`src/rtl/m3_step_seq.sv`:
```
// Step sequencer for a multi-phase motor: preamble slice, then fixed-length
// step slices with ramped speed, direction control and a saturating power level.
module m3_step_seq #(
  parameter int STEP_NUM  = 12,
  parameter int LEN_W     = 22,
  parameter int MIN_LEN   = 64,
  parameter int MAX_LEN   = 4000000,
  parameter int PRE_LEN   = 4000000,
  parameter int RAMP      = 1024,
  parameter int CALC_STEP = 10,
  parameter int PWR_MAX   = 15,
  localparam int PWR_W    = $clog2(PWR_MAX + 1)
) (
  input  logic             clkI,
  input  logic             nRstI,
  input  logic             m3startI,
  input  logic             m3forceStopI,
  input  logic             m3invRotateI,
  input  logic             m3speedINCi,
  input  logic             m3speedDECi,
  input  logic             m3powerINCi,
  input  logic             m3powerDECi,
  output logic [3:0]       stepO,
  output logic             stepPulseO,
  output logic             roundPulseO,
  output logic             nextCalc_1o,
  output logic             workingO,
  output logic             faultO,
  output logic [LEN_W-1:0] curLenO,
  output logic [PWR_W-1:0] powerO
);

  typedef enum logic [1:0] {stIdle, stPre, stRun, stFault} state_t;

  localparam logic [LEN_W-1:0] PreLen   = LEN_W'(PRE_LEN);
  localparam logic [LEN_W-1:0] MinLen   = LEN_W'(MIN_LEN);
  localparam logic [LEN_W-1:0] MaxLen   = LEN_W'(MAX_LEN);
  localparam logic [LEN_W:0]   MinLenX  = (LEN_W+1)'(MIN_LEN);
  localparam logic [LEN_W:0]   MaxLenX  = (LEN_W+1)'(MAX_LEN);
  localparam logic [LEN_W:0]   RampX    = (LEN_W+1)'(RAMP);
  localparam logic [3:0]       LastStep = 4'(STEP_NUM - 1);
  localparam logic [3:0]       CalcStep = 4'(CALC_STEP);
  localparam logic [PWR_W-1:0] PwrMax   = PWR_W'(PWR_MAX);

  state_t           state, stateNext;
  logic [LEN_W-1:0] remain, remainNext;
  logic [LEN_W-1:0] curLen, curLenNext;
  logic [PWR_W-1:0] power, powerNext;
  logic [3:0]       step, stepNext;
  logic             stepPulse, stepPulseNext;
  logic             roundPulse, roundPulseNext;
  logic             nextCalc, nextCalcNext;

  // Ramp arithmetic runs one bit wider so the clamp compare cannot wrap.
  function automatic logic [LEN_W-1:0] lenFaster(input logic [LEN_W-1:0] len);
    logic [LEN_W:0] wide;
    wide = {1'b0, len};
    if (wide < MinLenX + RampX) return MinLen;
    return LEN_W'(wide - RampX);
  endfunction

  function automatic logic [LEN_W-1:0] lenSlower(input logic [LEN_W-1:0] len);
    logic [LEN_W:0] wide;
    wide = {1'b0, len} + RampX;
    if (wide > MaxLenX) return MaxLen;
    return LEN_W'(wide);
  endfunction

  function automatic logic [PWR_W-1:0] pwrUp(input logic [PWR_W-1:0] p);
    return (p == PwrMax) ? p : p + 1'b1;
  endfunction

  function automatic logic [PWR_W-1:0] pwrDown(input logic [PWR_W-1:0] p);
    return (p == '0) ? p : p - 1'b1;
  endfunction

  always_ff @(posedge clkI) begin
    if (!nRstI) begin
      state      <= stIdle;
      remain     <= PreLen;
      curLen     <= MaxLen;
      power      <= '0;
      step       <= '0;
      stepPulse  <= 1'b0;
      roundPulse <= 1'b0;
      nextCalc   <= 1'b0;
    end else begin
      state      <= stateNext;
      remain     <= remainNext;
      curLen     <= curLenNext;
      power      <= powerNext;
      step       <= stepNext;
      stepPulse  <= stepPulseNext;
      roundPulse <= roundPulseNext;
      nextCalc   <= nextCalcNext;
    end
  end

  always_comb begin
    curLenNext = curLen;
    if (m3speedINCi && !m3speedDECi)      curLenNext = lenFaster(curLen);
    else if (m3speedDECi && !m3speedINCi) curLenNext = lenSlower(curLen);
    powerNext = power;
    if (m3powerINCi && !m3powerDECi)      powerNext = pwrUp(power);
    else if (m3powerDECi && !m3powerINCi) powerNext = pwrDown(power);
  end

  always_comb begin
    stateNext      = state;
    remainNext     = remain;
    stepNext       = step;
    stepPulseNext  = 1'b0;
    roundPulseNext = 1'b0;
    nextCalcNext   = 1'b0;
    if (m3forceStopI) begin
      stateNext  = stFault;
      remainNext = PreLen;
      stepNext   = '0;
    end else begin
      unique case (state)
        stIdle: begin
          remainNext = PreLen;
          stepNext   = '0;
          if (m3startI) stateNext = stPre;
        end
        stPre: begin
          if (!m3startI) begin
            stateNext  = stIdle;
            remainNext = PreLen;
            stepNext   = '0;
          end else if (remain == LEN_W'(1)) begin
            stateNext     = stRun;
            remainNext    = curLen;
            stepNext      = m3invRotateI ? LastStep : 4'd0;
            stepPulseNext = 1'b1;
          end else begin
            remainNext = remain - 1'b1;
          end
        end
        stRun: begin
          if (!m3startI) begin
            stateNext  = stIdle;
            remainNext = PreLen;
            stepNext   = '0;
          end else if (remain == LEN_W'(1)) begin
            remainNext    = curLen;
            stepPulseNext = 1'b1;
            if (m3invRotateI) begin
              roundPulseNext = (step == 4'd0);
              stepNext       = (step == 4'd0) ? LastStep : step - 4'd1;
            end else begin
              roundPulseNext = (step == LastStep);
              stepNext       = (step == LastStep) ? 4'd0 : step + 4'd1;
            end
          end else begin
            remainNext = remain - 1'b1;
            // Registered, so raise it one cycle early to land on the last cycle.
            nextCalcNext = (remain == LEN_W'(2)) && (step == CalcStep);
          end
        end
        stFault: begin
          remainNext = PreLen;
          stepNext   = '0;
          if (!m3startI) stateNext = stIdle;
        end
        default: stateNext = stIdle;
      endcase
    end
  end

  assign stepO       = step;
  assign stepPulseO  = stepPulse;
  assign roundPulseO = roundPulse;
  assign nextCalc_1o = nextCalc;
  assign workingO    = (state == stPre) || (state == stRun);
  assign faultO      = (state == stFault);
  assign curLenO     = curLen;
  assign powerO      = power;

endmodule
```
`config.mk`:
```
export PLATFORM = sky130hd
export DESIGN_NAME = m3_step_seq
export DESIGN_NICKNAME = d
export VERILOG_FILES = /design/src/rtl/m3_step_seq.sv
export SDC_FILE = /design/constraint.sdc
export NUM_CORES = 1
export LEC_CHECK = 0
export CAP_MARGIN = 20
export CELL_PAD_IN_SITES_DETAIL_PLACEMENT = 0
export CELL_PAD_IN_SITES_GLOBAL_PLACEMENT = 2
export CORE_MARGIN = 1
export CORE_UTILIZATION = 30
export DETAILED_ROUTE_END_ITERATION = 10
export GPL_TIMING_DRIVEN = 0
export PLACE_DENSITY = 0.84
export SKIP_LAST_GASP = 1
export SYNTH_ARGS = -nofsm -noshare
export SYNTH_HDL_FRONTEND = slang
export SYNTH_SLANG_ARGS = --single-unit
```
`constraint.sdc`:
```
create_clock -name clkI -period 1.9 [get_ports clkI]
set_input_delay 0.285 -clock clkI [delete_from_list [all_inputs] [get_ports clkI]]
set_output_delay 0.285 -clock clkI [all_outputs]
set_load 0.01 [all_outputs]
```
==> metrics.yaml <==
power:
  pwr-share-clk_pct: 27.9
  swShare_pct: 34.3
  fin_total_pwr_mw: 3.71
  intPower_mw: 2.44
  p_sw_mw: 1.27
  p_leak_nw: 2.02
  powerDensity_nw_per_um2: 662
  power_frac_seq_pct: 32.6
  peakVddDrop_mv: 0.494
  power_frac_comb_pct: 39.5
sta:
  clock_skew_ps: 9.38
  worst_pin_slew_ps: 709
  setup_viol: 34
  slew_headroom_pct: 52.7
  maxSlewViolCount: 0
  period_share_pct: 109
  hold_violations: 0
  max_freq_mhz: 481
  fin_crit_ps: 2080
  rsz0062_at_grt: "yes"
  worst_slack_ps: -180
global_routing:
  met3_usage_pct: 2.74
  grt.met1_usage_pct: 25.7
  grt_util_met2_pct: 33.2
  grt_pass1_vias: 3821
  top_usage_layer: "met2"
  grt_use_total_pct: 19.9
  grt_pass1_wl_mm: 19.7
  grt_max_degree: 15
  grt_remaining_overflow: 0
  grt_antenna_before_repair: 0
critical_path:
  startpoint_type: "flop"
  crit_path_end_kind: "flop"
  cp_data_arrival_time_ps: 2270
  path_class: "reg -> reg"
  worstPathRequired_ps: 2090
  crit_fanout: 4
  reg2reg_depth: 6
synth:
  ys_async_sr_fraction_pct: 0
  synth_edf_count: 0
  ys_types: 72
  yosys.area.top_type: "dfxtp_1"
  syn_area_um2: 3540
  syn_inst: 455
  netlist.area_leader.share_pct: 27.7
  yosysMostFrequentCell: "nor2_1"
  synth_warnings: 0
  yosys_register_bits: 49
  ys_seq_area_share_pct: 27.7
  synth_area_leaders: "dfxtp_1 28%, ha_1 6.0%, nor2_1 5.9%"
  ys.flop_type: "dfxtp_1"
  syn_avg_cell_area_um2: 7.78
  yosys-top-cells-count: "56 x nor2_1, 49 x dfxtp_1, 31 x nand2_1, 22 x o21ai_0, 21 x inv_1"
clock_network:
  cts-root-buf: "clkbuf_16"
  clockBufferDepth: 2
  htree_levels: 2
  cts_buffers: 5
  cts.sinks: 49
  tritoncts: "built"
  clkLatencyLatePin_ps: 300
  path_clk_slew_ps: 70
route:
  dr.pass1.iters: 5
  drtIter0Drc: 281
  ant_nets: 0
  wl_per_cell_um: 17.9
  wl_mm: 12.5
  drt-vias-per-instance: 5.67
  vias: 3967
  drcViolationCount: 0
floorplanning:
  die_h_um: 111
  start_util_pct: 30.9
  ios: 44
  die_w_um: 111
  core-area_um2: 11500
  rows: 39
  dieArea_um2: 12200
run:
  max-cap-violations: 0
place:
  port_buffers: 34
  dp_hpwl_mm: 8.02
  place_ws_ps: -1060
  dpl_cell_area_um2: 4230
  place_congestion: 0.866
cells_and_area:
  fin_nets: 583
  drive_above_1_share_pct: 40.2
  stdcell_area_um2: 5600
  antenna-diode-count: 0
  area_growth_pct: 58.2
run_status:
  status: "finished with violations"
  violations: "setup timing"
worst_hold_path:
  hp-class: "reg -> reg"
  hold_path_depth: 2
[flip-flops by register name, indices dropped and copies added (netlist names)]
signal / flops
curLenO: 14
remain: 22
nextCalc_1o: 1
roundPulseO: 1
powerO: 4
state: 2
stepO: 4
stepPulseO: 1
[placed cells by master, fill, tap and decap left out, types with 6 or more instances in the layout]
cell	count
nand2_1	27
or4_4	9
clkdlybuf4s50_1	31
dfxtp_4	6
conb_1	8
nor3_1	14
nor2_4	13
clkbuf_1	7
nor2_1	41
o21ai_2	6
o211ai_1	11
buf_6	21
clkbuf_16	8
xor2_1	7
inv_1	15
dfxtp_2	12
ha_1	10
nand3_1	10
o21ai_1	11
xnor2_1	16
a31oi_1	8
o21ai_0	10
a21oi_1	12
a211oi_2	8
dfxtp_1	31
buf_4	51
[power groups by stage]
stage               Clock (mW)  Combinational [mW]  Sequential [mW]
global placement             0                1.02             1.23
CTS                       1.05                1.33             1.20
finish                    1.03                1.46             1.21
detailed placement           0                1.03             1.23
global route              1.10                1.58             1.22
floorplan                    0               0.686             1.23
[cell families after synthesis]
logic type      Yosys count  share of synthesized area (%)
other cells               1                          0.106
xor+xnor                 25                           6.19
mux                       2                          0.601
simple gates            184                           28.3
fa+ha+maj                18                           6.58
flops                    49                           27.7
compound gates          117                           22.6
buf+inv                  59                           7.89
[worst max-delay path, stage by stage (launching register included)]
cell and delay (ps):
dfxtp_4 370, or4_4 570, or2_4 250, or4_4 420, xnor2_1 150, mux2i_1 150, nand2_1 60
[final timing paths]
path,startpoint,to,slack [ps]
worst max register to register,remain[0]$_SDFF_PP0_,remain[11]$_SDFF_PP1_,-180
worst min register to register,remain[7]$_SDFF_PP0_,remain[7]$_SDFF_PP0_,480
worst max-delay path,remain[0]$_SDFF_PP0_,remain[11]$_SDFF_PP1_,-180
worst min-delay path,remain[7]$_SDFF_PP0_,remain[7]$_SDFF_PP0_,480
[metrics by stage]
stage | utilization, % | hold slack (ps) | std cells | setup TNS, ps
2_1_floorplan | - | 426 | 462 | -1450
3_3_place_gp | 36.9 | 447 | 639 | -22770
3_5_place_dp | 36.9 | 461 | 639 | -23430
4_1_cts | 45.9 | 474 | 689 | -3070
5_1_grt | 48.8 | 481 | 700 | -5270
6_report | 48.8 | 479 | 700 | -2910
[timing repair]
item | in CTS | in global routing
pin swaps | 46 | 45
endpoints found under the setup margin | 47 | 50
buffers inserted | 46 | 16
gates resized for setup | 127 | 70
hold buffers | 0 | 0
cloned | 2 | 0
[area by class of cell]
cell class,instances,area (um2)
inverters,21,86.3
well taps,143,179
clock buffers,8,168
multi-input cells,354,2960
plain buffers,28,263
flip-flops and latches,49,1020
fillers,1046,5870
repair buffers,97,928
[routing by layer]
layer | wire length, um | part of all wire (%) | vias to the layer above
met5 | 0 | 0 | -
met1 | 5400 | 43 | 1939
met4 | 291 | 2.3 | 0
met2 | 6170 | 49 | 142
met3 | 633 | 5.1 | 24
li1 | - | - | 1862
No activity file was read; power rests on OpenSTA's default activity.
==> edit 1: new RTL, same settings <==
Make the reset (`nRstI`) asynchronous in one clocked block.
--- a/src/rtl/m3_step_seq.sv
+++ b/src/rtl/m3_step_seq.sv
@@ -75,5 +75,5 @@
   endfunction
 
-  always_ff @(posedge clkI) begin
+  always_ff @(posedge clkI or negedge nRstI) begin
     if (!nRstI) begin
       state      <= stIdle;
Function: differs if nRstI is asserted again (counterexample within 4 cycles, from zero or initial values and one cycle with nRstI low); with nRstI held inactive, the same outputs for 10 cycles.
==> edit 1 against the unedited design <==
  * The flow finishes with violations (DRC, setup timing)
  * Global-route usage decreased by 2.3 points
  * Sequential cell count unchanged
  * Power increased by 36%
  * Cell area decreased by 4.2%
  * Maximum frequency decreased by 18%
  * Worst setup slack got worse by 0.47 ns
  * Die area increased by 1.9%
  * Wire length decreased by 11%
  * Synthesized area increased by 1.9%
  * Synthesized cell count decreased by 7.0%
  * Cell count decreased by 4.1%
  * Hold slack got worse by 0.026 ns
==> edit 1: results (changes against the unedited design) <==
<table>
<tr><th>Metric</th><th>Value</th></tr>
<tr><th colspan="2">Global routing</th></tr>
<tr><td>Pin count of the biggest net entering global routing</td><td>31 (+16)</td></tr>
<tr><td>Global-route wire length before repair</td><td>17600 um (-11%)</td></tr>
<tr><td>Overall routing resource usage</td><td>17.5% (-2.3 points)</td></tr>
<tr><th colspan="2">Critical path</th></tr>
<tr><td>CP Max Fanout</td><td>10 (+6)</td></tr>
<tr><td>Register-to-Register Path Depth</td><td>8 (+2)</td></tr>
<tr><td>Arrival @ worst endpoint</td><td>2.76 ns (+0.49 ns)</td></tr>
<tr><td>Worst setup path end</td><td>curLenO[19]</td></tr>
<tr><th colspan="2">Logic synthesis</th></tr>
<tr><td>Async set-or-reset flop fraction in the synthesized netlist</td><td>100% (+100 points)</td></tr>
<tr><td>Sequential element share of the synthesized area</td><td>34.5% (+6.8 points)</td></tr>
<tr><td>Flip-flop cell with the highest count after synthesis</td><td>dfrtp_1</td></tr>
<tr><td>Area contributors post-synth</td><td>dfrtp_1 24%, dfstp_2 10%, ha_1 6.2%</td></tr>
<tr><th colspan="2">Drt</th></tr>
<tr><td>Number of iterations in the first detailed-routing pass</td><td>7 (+2)</td></tr>
<tr><td>DRC viols</td><td>4 (+4)</td></tr>
<tr><td>Post-Route WL</td><td>11100 um (-11%)</td></tr>
<tr><td>Violation count after the first detailed-routing iteration</td><td>222 (-21%)</td></tr>
<tr><th colspan="2">Outcome</th></tr>
<tr><td>Violations in the final reports</td><td>DRC, setup timing</td></tr>
<tr><td>Status</td><td>complete, but fails checks</td></tr>
<tr><th colspan="2">Place</th></tr>
<tr><td>Gpl congestion</td><td>0.869 (+0.27%)</td></tr>
<tr><td>HPWL Detailed</td><td>7180 um (-10%)</td></tr>
<tr><th colspan="2">STA</th></tr>
<tr><td>Transition time at the pin with the least slew margin</td><td>0.934 ns (+0.225 ns)</td></tr>
<tr><td>Min Hold Slack</td><td>0.454 ns (-0.0256 ns)</td></tr>
<tr><td>Slack of the critical path</td><td>-0.651 ns (-0.471 ns)</td></tr>
<tr><td>Total setup violations reported at the end of the flow</td><td>44 (+29%)</td></tr>
<tr><th colspan="2">Power and ir drop</th></tr>
<tr><td>Net switching fraction of the power</td><td>37.8% (+3.5 points)</td></tr>
<tr><td>Max rail drop VDD</td><td>0.471 mV (-4.7%)</td></tr>
<tr><th colspan="2">Final layout</th></tr>
<tr><td>Share of cells above drive strength 1</td><td>37.5% (-2.7 points)</td></tr>
<tr><td>Fill count</td><td>1114 (+6.5%)</td></tr>
<tr><td>Count of placed standard cells in the final layout, fillers left out</td><td>671 (-4.1%)</td></tr>
<tr><td>Final layout net count</td><td>555 (-4.8%)</td></tr>
</table>
-- edit 1: kinds of logic after synthesis --
group,count (synthesis),share of synthesized area (%)
AND/OR/NAND/NOR,169,24.7
AO/OA/AOI/OAI,107,19.3
flip-flops,49,34.5
buffers and inverters,49,7.46
XOR/XNOR,26,6.32
adder cells (fa/ha/maj),19,6.80
multiplexers,3,0.867
other,1,0.104
-- edit 1: how the worst min path moves through the flow --
stage / startpoint / endpoint / cells past startpoint
after global placement: remain[0] / remain[0] / 1
after global routing: m3startI / state[0] / 3
after detailed placement: nRstI / stepO[2] / 1
after floorplan: nRstI / curLenO[10] / 0
after CTS: m3startI / state[0] / 3
final: m3startI / state[0] / 3
-- edit 1: stage by stage --
stage                     setup slack, ns  total power, uW  TNS, ns  util, %
after global routing               -0.699             5380   -20.93     46.4
after global placement              -1.05             3440   -66.69     37.3
after CTS                          -0.684             4830   -14.24     43.9
after floorplan                    -0.589             2750   -10.09        -
final                              -0.651             5060   -17.19     46.4
after detailed placement           -0.912             3460   -23.69     37.4
-- edit 1: what timing repair did --
action	CTS	global route
cloned	1	0
gates resized for setup	56	54
endpoints found under the setup margin	47	47
buffers inserted	43	17
pin swaps	27	20
hold buffers	1	0
endpoints found under the hold margin	9	0
-- edit 1: power groups by stage --
| stage | Clock [uW] | Combinational [uW] | Sequential (uW) |
|---|---|---|---|
| after global routing | 1130 | 2730 | 1520 |
| after detailed placement | 0 | 1980 | 1470 |
| after global placement | 0 | 1980 | 1460 |
| after floorplan | 0 | 1260 | 1490 |
| after CTS | 1070 | 2280 | 1470 |
| final | 1050 | 2520 | 1490 |
-- edit 1: worst max-delay path: cells and delay by family (launching register included) --
family	cells	cell delay [ns]
flops	1	0.40
buf+inv	2	0.36
simple gates	3	0.94
compound gates	3	0.77
-- edit 1: cell type report --
type,instances,area (um^2),share of cell area [%]
buffer,26,224,4.17
clock buffer,7,143,2.66
clock inverter,1,30.0,0.560
inverter,18,67.6,1.26
multi-input combinational,332,2600,48.4
sequential,49,1240,23.2
tap,143,179,3.33
timing repair buffer,95,881,16.4
-- edit 1: layer usage --
| metal | vias up | wire length [um] | share of wire [%] | GRT usage (%) |
|---|---|---|---|---|
| met5 | - | 0 | 0 | 0 |
| met4 | 0 | 94 | 0.85 | 4.41 |
| met3 | 10 | 407 | 3.7 | 2.40 |
| met2 | 83 | 5750 | 52 | 31.2 |
| met1 | 1741 | 4820 | 44 | 22.2 |
| li1 | 1719 | - | - | - |
==> edit 2: new RTL, same flow settings <==
Made on the original files. `MAX_LEN`: 4000000 -> 2097152.
--- a/src/rtl/m3_step_seq.sv
+++ b/src/rtl/m3_step_seq.sv
@@ -5,5 +5,5 @@
   parameter int LEN_W     = 22,
   parameter int MIN_LEN   = 64,
-  parameter int MAX_LEN   = 4000000,
+  parameter int MAX_LEN   = 2097152,
   parameter int PRE_LEN   = 4000000,
   parameter int RAMP      = 1024,
Function: changed (a bounded check fails within 4 cycles, from zero or initial values and one cycle with nRstI low).
==> edit 2 against the unedited design <==
  * The run still ends with setup timing left
  * Worst setup slack worse by 0.12 ns
  * Clock power increased by 16%
  * Wire length shrank 13%
  * Combinational power down 7%
  * Cell count decreased by 6.0%
  * Synthesized area is 4.0% lower
  * First-iteration DRC count fell by 43%
  * Via count shrank 12%
  * Critical path depth up 3
  * Power increased by 1.1%
  * Sequential cell count down 1
  * Cell area down 4.6%
  * Critical path type unchanged
  * Largest power group unchanged
==> edit 2: results (changes against the unedited design) <==
<table>
<tr><th>Metric</th><th>Value</th></tr>
<tr><th colspan="2">Logic synthesis</th></tr>
<tr><td>Area contributors post-synth</td><td>dfxtp_1 28%, ha_1 6.3%, nor2_1 5.3%</td></tr>
<tr><td>Number of distinct library cell variants in the gate-level netlist after synthesis</td><td>64 (-11%)</td></tr>
<tr><td>Synth Area in Adders</td><td>6.85% (+0.27 points)</td></tr>
<tr><td>Share of synthesized area spent on multiplexers</td><td>0.920% (+0.32 points)</td></tr>
<tr><td>Compound-Gate Fraction of Synth Area</td><td>21.1% (-1.5 points)</td></tr>
<tr><td>Post-synthesis xor/xnor area fraction</td><td>7.22% (+1.0 points)</td></tr>
<tr><th colspan="2">Global routing</th></tr>
<tr><td>Met1 Use GR</td><td>23.6% (-2.1 points)</td></tr>
<tr><td>Met3 GRT Util</td><td>2.95% (+0.21 points)</td></tr>
<tr><td>Overall routing resource usage</td><td>17.9% (-1.9 points)</td></tr>
<tr><td>Number of global-route vias before repair</td><td>3185 (-17%)</td></tr>
<tr><td>Global-route wire length before repair</td><td>16500 um (-16%)</td></tr>
<tr><th colspan="2">STA</th></tr>
<tr><td>Total setup violations reported at the end of the flow</td><td>41 (+21%)</td></tr>
<tr><td>Slack of the critical path</td><td>-0.303 ns (-0.122 ns)</td></tr>
<tr><td>Min Hold Slack</td><td>0.515 ns (+0.0361 ns)</td></tr>
<tr><td>Transition time at the pin with the least slew margin</td><td>0.630 ns (-0.0794 ns)</td></tr>
<tr><td>Clock Skews</td><td>0.00446 ns (-0.00491 ns)</td></tr>
<tr><th colspan="2">Place</th></tr>
<tr><td>Gpl congestion</td><td>0.845 (-2.5%)</td></tr>
<tr><td>Setup Slack @ Placement</td><td>-0.847 ns (+0.208 ns)</td></tr>
<tr><th colspan="2">Critical path</th></tr>
<tr><td>Endpoint of the worst-slack reg-to-reg timing path</td><td>curLenO[12]</td></tr>
<tr><td>Worst setup path end</td><td>curLenO[12]</td></tr>
<tr><td>Worst path slowest cell</td><td>dfxtp_4</td></tr>
<tr><th colspan="2">Drt</th></tr>
<tr><td>Post-Route WL</td><td>10800 um (-13%)</td></tr>
<tr><td>Length of routed met3 wiring</td><td>520 um (-18%)</td></tr>
<tr><th colspan="2">Final layout</th></tr>
<tr><td>Share of cells above drive strength 1</td><td>38.2% (-2.0 points)</td></tr>
<tr><td>Fill count</td><td>1021 (-2.4%)</td></tr>
<tr><th colspan="2">Power and ir drop</th></tr>
<tr><td>Leak</td><td>0.00203 uW (+0.74%)</td></tr>
<tr><td>Total net switching power</td><td>1240 uW (-2.1%)</td></tr>
<tr><th colspan="2">Outcome</th></tr>
<tr><td>Status</td><td>complete, but fails checks</td></tr>
<tr><td>Violations in the final reports</td><td>setup timing</td></tr>
</table>
[edit 2: cell types whose count changed in the layout (fill, tap and decap cells not counted), moves of 6 or more]
cell / change
nand2_1: -11
o21ai_1: -6
nor2_1: -6
o211ai_1: -9
nor3_1: -7
[edit 2: power by group through the flow]
stage / sequential, uW / clock, uW / combinational (uW)
CTS: 1180 / 1210 / 1200
global route: 1210 / 1250 / 1470
detailed placement: 1190 / 0 / 1030
floorplan: 1200 / 0 / 699
finish: 1200 / 1190 / 1360
global placement: 1190 / 0 / 1030
[edit 2: through the flow]
stage               setup TNS [ns]  area [um^2]
floorplan                    -1.65         3490
global placement            -25.11         4010
detailed placement          -25.02         4010
CTS                          -7.74         4840
global route                 -9.23         5340
finish                       -6.11         5340
[edit 2: final cells by class]
| cell class | count | area [um^2] | area share [%] |
|---|---|---|---|
| multi-input combinational | 326 | 2810 | 52.7 |
| sequential | 48 | 986 | 18.5 |
| timing repair buffer | 89 | 851 | 15.9 |
| buffer | 29 | 250 | 4.69 |
| tap | 140 | 175 | 3.28 |
| clock buffer | 5 | 125 | 2.34 |
| inverter | 18 | 70.1 | 1.31 |
| clock inverter | 3 | 68.8 | 1.29 |
[edit 2: worst max-delay path: cells and delay by family, from the launching register on]
kind | cells | cell delay (ns)
AOI/OAI and AO/OA | 3 | 0.65
and+or+nand+nor | 3 | 0.61
buffers and inverters | 3 | 0.47
DFF | 1 | 0.38
[edit 2: timing repair]
item,CTS,global route
gates resized for setup,94,86
gates cloned,2,0
setup endpoints to repair,47,48
buffers inserted,33,21
pin swaps,30,46
hold buffers,0,0
